===== config.mk =====
export PLATFORM = sky130hd
export DESIGN_NAME = imm_ext_pipe
export DESIGN_NICKNAME = d
export VERILOG_FILES = /design/src/rtl/imm_ext_pipe.sv
export SDC_FILE = /design/constraint.sdc
export NUM_CORES = 1
export LEC_CHECK = 0
export BUFFER_PORTS_ARGS = -buffer_cell sky130_fd_sc_hd__buf_2
export CAP_MARGIN = 30
export CORE_AREA = 2 2 79 81
export DETAILED_ROUTE_END_ITERATION = 10
export DIE_AREA = 0 0 81 83
export GPL_ROUTABILITY_DRIVEN = 0
export MAX_ROUTING_LAYER = met4
export PLACE_DENSITY = 0.78
export SYNTH_ARGS = -nofsm -noshare
export SYNTH_HDL_FRONTEND = slang
export SYNTH_SLANG_ARGS = --single-unit

===== constraint.sdc =====
create_clock -name clk -period 2 [get_ports clk]
set_input_delay 0.6 -clock clk [delete_from_list [all_inputs] [get_ports clk]]
set_output_delay 0.6 -clock clk [all_outputs]
set_load 0.005 [all_outputs]

===== src/rtl/imm_ext_pipe.sv =====
// Pipelined immediate generator: zero/sign/shifted extension plus a PREFIX
// instruction that supplies upper bits, with a one-deep valid/ready output register.
module imm_ext_pipe #(
  parameter int DATA_W  = 32,
  parameter int IMM_A_W = 16,
  parameter int IMM_B_W = 24,
  parameter int PFX_W   = 16
) (
  input  logic               clk,
  input  logic               rst_n,
  input  logic               flush,
  input  logic               in_valid,
  output logic               in_ready,
  input  logic [2:0]         mode,
  input  logic [IMM_A_W-1:0] imm_a,
  input  logic [IMM_B_W-1:0] imm_b,
  output logic               out_valid,
  input  logic               out_ready,
  output logic [DATA_W-1:0]  imm_out,
  output logic               pfx_used,
  output logic               err
);

  localparam int AX = DATA_W - IMM_A_W;
  localparam int BX = DATA_W - IMM_B_W;

  localparam logic [2:0] M_ZA  = 3'd0;
  localparam logic [2:0] M_SA  = 3'd1;
  localparam logic [2:0] M_ZB  = 3'd2;
  localparam logic [2:0] M_SB  = 3'd3;
  localparam logic [2:0] M_UP  = 3'd4;
  localparam logic [2:0] M_BR  = 3'd5;
  localparam logic [2:0] M_PFX = 3'd6;
  localparam logic [2:0] M_RSV = 3'd7;

  typedef enum logic {S_IDLE, S_PFX} pfx_st_t;

  pfx_st_t            r_state, w_state_nxt;
  logic [PFX_W-1:0]   r_pfx;
  logic               r_out_valid;
  logic [DATA_W-1:0]  r_imm;
  logic               r_pfx_used;
  logic               r_err;

  logic               w_accept, w_is_pfx, w_use_pfx, w_viol;
  logic [DATA_W-1:0]  w_za, w_sa, w_zb, w_sb, w_up, w_br, w_ext, w_res;

  assign in_ready  = !flush && (!r_out_valid || out_ready);
  assign w_accept  = in_valid && in_ready;
  assign w_is_pfx  = (mode == M_PFX);
  assign w_use_pfx = (r_state == S_PFX) && (mode == M_ZA || mode == M_SA);
  // A pending prefix may only be consumed by mode 0/1; anything else discards it.
  assign w_viol    = (mode == M_RSV) || ((r_state == S_PFX) && !w_use_pfx);

  assign w_za = {{AX{1'b0}}, imm_a};
  assign w_sa = {{AX{imm_a[IMM_A_W-1]}}, imm_a};
  assign w_zb = {{BX{1'b0}}, imm_b};
  assign w_sb = {{BX{imm_b[IMM_B_W-1]}}, imm_b};
  assign w_up = {imm_a, {AX{1'b0}}};
  assign w_br = w_sb << 2;

  always_comb begin
    w_ext = w_za;
    case (mode)
      M_SA:    w_ext = w_sa;
      M_ZB:    w_ext = w_zb;
      M_SB:    w_ext = w_sb;
      M_UP:    w_ext = w_up;
      M_BR:    w_ext = w_br;
      default: w_ext = w_za;
    endcase
  end

  assign w_res = w_use_pfx ? {r_pfx, imm_a} : w_ext;

  always_comb begin
    w_state_nxt = r_state;
    if (flush)
      w_state_nxt = S_IDLE;
    else if (w_accept)
      w_state_nxt = w_is_pfx ? S_PFX : S_IDLE;
  end

  always_ff @(posedge clk or negedge rst_n) begin
    if (!rst_n) r_state <= S_IDLE;
    else        r_state <= w_state_nxt;
  end

  always_ff @(posedge clk or negedge rst_n) begin
    if (!rst_n)
      r_pfx <= '0;
    else if (flush)
      r_pfx <= '0;
    else if (w_accept && w_is_pfx)
      r_pfx <= imm_a[PFX_W-1:0];
  end

  // Output stage: flush wins, then a new non-prefix result, then consumer drain.
  always_ff @(posedge clk or negedge rst_n) begin
    if (!rst_n) begin
      r_out_valid <= 1'b0;
      r_imm       <= '0;
      r_pfx_used  <= 1'b0;
    end else if (flush) begin
      r_out_valid <= 1'b0;
      r_pfx_used  <= 1'b0;
    end else if (w_accept && !w_is_pfx) begin
      r_out_valid <= 1'b1;
      r_imm       <= w_res;
      r_pfx_used  <= w_use_pfx;
    end else if (out_ready) begin
      r_out_valid <= 1'b0;
    end
  end

  always_ff @(posedge clk or negedge rst_n) begin
    if (!rst_n) r_err <= 1'b0;
    else        r_err <= !flush && w_accept && w_viol;
  end

  assign out_valid = r_out_valid;
  assign imm_out   = r_imm;
  assign pfx_used  = r_pfx_used;
  assign err       = r_err;

endmodule


* Word level (Yosys, flattened, before mapping)
Cells that the tools add are included.
Cells by class: equality and inequality tests 7, muxes and demuxes 12, bitwise logic cells 1, reduce and logical (&&, ||, !) cells 21
Operators by type and width (number):
- 32-bit one-hot mux with 5 select lines | 1
- 16-bit two-way mux | 2
- 32-bit two-way mux | 1
- 3-bit == test, second input constant | 4
- 1-bit logical AND | 8
- 1-bit two-way mux | 8
- 3-bit by 2-bit == test with 1-bit output, second input constant | 2
- 2-bit nonzero test | 3
- 1-bit zero test | 4
- 3-bit by 1-bit == test with 1-bit output, second input constant | 1
- 3-bit zero test | 1
- 1-bit logical OR | 3
- 3-bit nonzero test | 1
- 2-bit AND reduction | 1
- 1-bit NOT | 1
Word-level totals: flip-flop bits (word level) 52, input bits 48

* Depth between registers and ports, before layout
Gate-level depths: netlist (run 1).
depth after elaboration 7, mapped depth 7

* Worst setup path after synthesis (run 1)
No wires, ideal clock.
path kind in2reg, start in mode[2], end reg r_imm[16] (netlist: imm_out[16]), arrival time 1.608 ns, data required time 1.874 ns, path slack 0.266 ns, cell stages on the path 5, path buffers 2, cells stage by stage buf_6 o311a_1 and2_4 buf_6 a221o_1
On the way: cells in the longest elaborated chain, start to end 4
Ends and longest elaborated chain:
- start: declaration | RTL line 14 | input logic [2:0] mode,
- branches (longest 4 deep; another with 32-bit one-hot mux with 5 select lines)
- end signal: assignment | RTL line 109 | r_imm <= w_res;
- end: declaration | RTL line 41 | logic [DATA_W-1:0] r_imm;
Several ways; the timed one is not identified. A chain may end at the register's enable or synchronous reset.

* Worst setup path in the final report (run 1)
start in out_ready, end out in_ready
On the way: cells in the longest elaborated chain, start to end 2
Ends and longest elaborated chain:
- start: declaration | RTL line 18 | input logic out_ready,
- 1-bit logical OR | RTL line 48 | assign in_ready = !flush && (!r_out_valid || out_ready);
- 1-bit logical AND | RTL line 48
- end: declaration | RTL line 13 | output logic in_ready,
Every way passes these cells.

==> reports/results.ini, run 1 <==
[hold_path]
hold_path_class=in -> async

[setup_path]
critPathKind=in -> out
cp-end-kind=primary output
r2r_slack_ps=370
crit_required_ps=1400
startpoint_type=input pin
cp_data_arrival_time_ps=1250
critPathMaxFanout=6

[clock_tree]
cts_setup_buffers=0
cts.reportedPaths.clkPinSlew_ps=100
cts-htree-levels=2
postCtsHoldBufs=0
clockBufferDepth=2
cts_tree=yes
cts_sinks=52
numCtsBuffers=5
cts_root_buffer=clkbuf_8
cts_resized=0
worstSkewPairLatency_ps=310

[synthesis]
synth_edf_count=0
yosysSeqAreaShare_pct=43.8
synth_area_per_cell_um2=8.95
ys_async_sr_fraction_pct=100
synth_nets=380
yosysWarnings=0
synth_cell_type_count=43
ys.flop_type=dfrtp_1
netlist_instances=332
syn_area_um2=2970
ys_seq_elements=52

[cells_and_area]
n_antenna_cell=0
fillCellCount=539
syn_to_final_growth_pct=21.2
nets=458
most-common-layout-cells=buf_2 (83), nand2_1 (61), dfrtp_1 (52)
final_common_cell=buf_2
fin_area_um2=3600
multi_input_area_um2=1490
drive_above_1_share_pct=28.2
seqCellArea_um2=1300

[grt]
antenna_found_initial=0
grt_max_degree=39
grt_pass1_vias=2858
grt_overflow=0
grt_usage_pct=26.3
grt_pass1_wl_um=13600

[power]
internal-power_mw=1.81
power.density_nw_per_um2=708
combPwrFrac_pct=22.5
ir_drop_mv=0.408
p_leak_nw=1.72
switching_power_uw=738
power_mw=2.55
p_clk_share_pct=29.3
pwr-share-seq_pct=48.2
switching_share_pct=28.9

[sta]
hold_viol=0
rsz0062_at_grt=no
fin_skew_ps=8.31
slew_viol_final=0
fin_crit_ps=1850
finalCritPeriodShare_pct=92.5
setup_viol=0
maxClockFrequency_ghz=0.541
tightest_slew_ps=494
fin_tns_setup_ps=0
slew_headroom_pct=67.1

[placed_design]
dp_hpwl_um=6040
place_area_um2=3490
io_buffers=83

[floorplanning]
rows=28
ioPinCount=84
core_area_um2=5820
die_y_um=83
die_w_um=81
die-area_um2=6720
initial_utilization_pct=51.1

[detailed_routing]
ant_nets=0
avgRoutedWirePerCell_um=16.7
num_vias=2838
dr.first_iter.drc_count=204
routed_wl_um=8130
drt_pass1_iterations=5
viasPerCell=5.84
drc=0

[status]
status=finished clean

[run]
drv_cap=0

==> power by group through the flow <==
stage / clock [mW] / combinational [mW] / sequential, mW
2_1_floorplan: 0 / 0.284 / 1.25
3_3_place_gp: 0 / 0.560 / 1.24
3_5_place_dp: 0 / 0.571 / 1.25
4_1_cts: 0.759 / 0.574 / 1.23
5_1_grt: 0.789 / 0.643 / 1.24
6_report: 0.747 / 0.573 / 1.23
==> per-stage QoR <==
stage          setup slack, ps  hold slack [ps]  util, %  std cells
5_1_grt                   89.7              275     61.9        486
2_1_floorplan              266              304        -        332
4_1_cts                    139              250     61.9        486
3_3_place_gp               149              463     59.9        478
3_5_place_dp               109              469     59.9        478
6_report                   151              236     61.9        486
==> Yosys cell counts (3+ instances only) <==
| master | n | area share (%) |
|---|---|---|
| nand2_1 | 61 | 7.7 |
| dfrtp_1 | 52 | 44 |
| o21ai_0 | 35 | 5.9 |
| a21oi_1 | 27 | 4.5 |
| nand2b_1 | 21 | 4.4 |
| nor2_1 | 18 | 2.3 |
| buf_2 | 16 | 2.7 |
| mux2i_1 | 12 | 4.0 |
| a32o_1 | 11 | 3.7 |
| a221o_1 | 8 | 2.7 |
| o22ai_1 | 8 | 1.7 |
| a2bb2oi_1 | 6 | 1.8 |
| clkbuf_1 | 6 | 0.76 |
| a211o_1 | 4 | 1.2 |
| buf_4 | 4 | 1.0 |
| buf_6 | 4 | 1.5 |
| nor2b_1 | 4 | 0.84 |
| o221ai_1 | 4 | 1.2 |
| a22oi_1 | 3 | 0.76 |
==> flip-flops by register name, indices dropped and copies added (netlist names) <==
signal / cells
r_pfx: 16
out_valid: 1
r_state: 1
imm_out: 32
err: 1
pfx_used: 1
==> path summary, 6_finish.rpt <==
kind | from | cells after the start | to
worst max-delay path | out_ready | 4 | in_ready
worst min-delay path | rst_n | 1 | imm_out[31]$_DFFE_PN0P_
worst max register to register | r_state$_DFFE_PN0P_ | 4 | imm_out[18]$_DFFE_PN0P_
worst min register to register | imm_out[8]$_DFFE_PN0P_ | 2 | imm_out[8]$_DFFE_PN0P_
max in group asynchronous | rst_n | 2 | r_pfx[2]$_DFFE_PN0P_
min in group clk | imm_out[8]$_DFFE_PN0P_ | 2 | imm_out[8]$_DFFE_PN0P_
==> cell type report <==
| cell class | count | share of cell area, % |
|---|---|---|
| well taps | 75 | 2.61 |
| inverters | 2 | 0.208 |
| clock buffers | 5 | 1.91 |
| multi-input cells | 247 | 41.3 |
| clock inverters | 3 | 1.29 |
| repair buffers | 102 | 16.5 |
| flip-flops and latches | 52 | 36.1 |
==> per-layer routing <==
layer | GRT usage [%] | share of wire, % | vias up
li1 | - | - | 1348
met1 | 33.7 | 43 | 1359
met2 | 42.1 | 49 | 106
met3 | 4.13 | 6.0 | 25
met4 | 9.55 | 2.7 | 0
met5 | - | 0 | -
==> kinds of logic after synthesis <==
kind of cell           share of synthesized area [%]
AO/OA/AOI/OAI                                   26.9
AND/OR/NAND/NOR                                 18.5
flip-flops                                      43.8
buffers and inverters                           6.40
multiplexers                                    4.42
==> worst max-delay path, stage by stage <==
cell      delay [ps]
buf_2             90
nand2b_1         250
nor2b_1          190
buf_2            120
No activity file was read; power rests on OpenSTA's default activity.
==> run 2: changes to the inputs <==
Settings changed: RECOVER_POWER from default to 100.
==> run 2 against run 1 <==
  * Cell area shrank 1.4%
  * Die area is the same
  * Routed wire length grew 0.30%
  * Worst setup slack gained 53 ps
  * Maximum frequency grew 2.9%
  * Global-route usage is the same
  * Utilization shrank 0.86 points
  * Combinational power shrank 3%
  * Power shrank 0.68%
  * Clock power is essentially flat
  * Non-clock buffer count is the same
  * Flip-flop and latch count is the same
  * Critical path type is now in -> reg
  * Critical endpoint is now imm_out[9]$_DFFE_PN0P_
  * Largest cell class unchanged
==> reports/results.ini, run 2 (synthesis results as in run 1) <==
[status]
status=finished clean

[cells_and_area]
largest_reg_flops=32
most-common-layout-cells=buf_2 (69), nand2_1 (61), dfrtp_1 (52)
syn_to_final_growth_pct=19.5
n_antenna_cell=0
fillCellCount=552
fin_area_um2=3550
final_util_pct=61.1
final_common_cell=buf_2
drive_above_1_share_pct=24.3
nets=458

[sta]
setup_viol=0
fin_skew_ps=7.30
fin_tns_setup_ps=0
fin_crit_ps=1800
finalCritPeriodShare_pct=89.8
fin_hold_ws_ps=463
rsz0062_at_grt=no
tightest_slew_ps=1090
slew_headroom_pct=27.1
hold_viol=0
slew_viol_final=0
maxClockFrequency_ghz=0.557

[setup_path]
critPathMaxFanout=14
crit_required_ps=2180
worstRegToRegCells=4
startpoint_type=input pin
cp_cell_sequence=buf_2, clkbuf_1, nor2b_2, buf_4, a32o_1, a21oi_1, o21ai_0
cp_slowest_cell=clkbuf_1
timing.rr.start=r_state$_DFFE_PN0P_
rr_endpoint=imm_out[23]$_DFFE_PN0P_
cp_slowest_stage_delay_ps=370
r2r_slack_ps=380
critPathKind=in -> reg
cp_data_arrival_time_ps=1980
cp-end-kind=register

[floorplanning]
core_area_um2=5820
die_w_um=81
die-area_um2=6720
rows=28
die_y_um=83
ioPinCount=84
initial_utilization_pct=51.1

[placed_design]
dp_hpwl_um=6040
io_buffers=83
place_area_um2=3490

[detailed_routing]
routed.top_layer=met4
ant_nets=0
routed_wl_um=8160
wl_met1_um=3470
wl_met3_um=458
viasPerCell=5.77
drc=0
num_vias=2804
drt_pass1_iterations=4
wl_met2_um=4050
avgRoutedWirePerCell_um=16.8
dr.first_iter.drc_count=222

[grt]
grt_max_degree=39
antenna_found_initial=0
grt_overflow=0
grt_pass1_vias=2858
grt_usage_pct=26.3
grt_pass1_wl_um=13600

[run]
drv_cap=0

[clock_tree]
cts_tree=yes
clockBufferDepth=2
cts_setup_buffers=0
worstSkewPairLatency_ps=310
postCtsHoldBufs=0
cts_root_buffer=clkbuf_8
cts.reportedPaths.clkPinSlew_ps=100
cts-htree-levels=2
cts_sinks=52
numCtsBuffers=5
cts_resized=0

[power]
power.density_nw_per_um2=713
ir_drop_mv=0.404
power_mw=2.53
p_leak_nw=1.65

[hold_path]
hold_path_class=in -> async

## run 2: changes by cell type in the layout (fill, tap and decap cells not counted)
| cell | delta |
|---|---|
| and2_1 | -1 |
| clkbuf_2 | +1 |
| and2_0 | +1 |
| buf_1 | +1 |
| buf_12 | -1 |
| clkbuf_1 | +14 |
| clkbuf_4 | +1 |
| buf_4 | -2 |
| buf_2 | -14 |
| o211ai_1 | +1 |
| o211ai_4 | -1 |
## run 2: how the worst max path moves through the flow
stage	start	end	slack, ps	cells after the start
after floorplan	mode[2]	imm_out[16]$_DFFE_PN0P_	270	5
after global placement	mode[1]	imm_out[10]$_DFFE_PN0P_	150	7
after detailed placement	mode[1]	imm_out[10]$_DFFE_PN0P_	110	7
after CTS	out_ready	in_ready	140	4
after global routing	rst_n	r_pfx[2]$_DFFE_PN0P_	80	2
final	mode[1]	imm_out[9]$_DFFE_PN0P_	200	7
## run 2: stage by stage
step,instances,worst slack [ps]
2_1_floorplan,332,266
3_3_place_gp,478,149
3_5_place_dp,478,109
4_1_cts,486,139
5_1_grt,486,79.4
6_report,486,204
## run 2: layout make-up
class	count	area [um2]	share of cell area, %
inverter	2	7.51	0.211
clock buffer	5	68.8	1.94
timing repair buffer	102	559	15.8
tap	75	93.8	2.64
clock inverter	3	46.3	1.30
sequential	52	1300	36.6
multi-input combinational	247	1470	41.5
## run 2: report_power, final
| group | switching [mW] | leakage, nW | total (mW) | internal (mW) |
|---|---|---|---|---|
| Combinational | 0.302 | 0.909 | 0.556 | 0.254 |
| Sequential | 0.0657 | 0.690 | 1.23 | 1.17 |
| Clock | 0.369 | 0.0548 | 0.746 | 0.377 |
## run 2: worst max-delay path: cells and delay by family
| kind | cells | cell delay, ps |
|---|---|---|
| compound gates | 3 | 480 |
| buf+inv | 3 | 790 |
| simple gates | 1 | 110 |
## run 2: metal layers
metal | track usage, % | vias up
met5 | - | -
met2 | 42.1 | 91
met1 | 33.7 | 1349
met3 | 4.13 | 18
met4 | 9.55 | 0
li1 | - | 1346
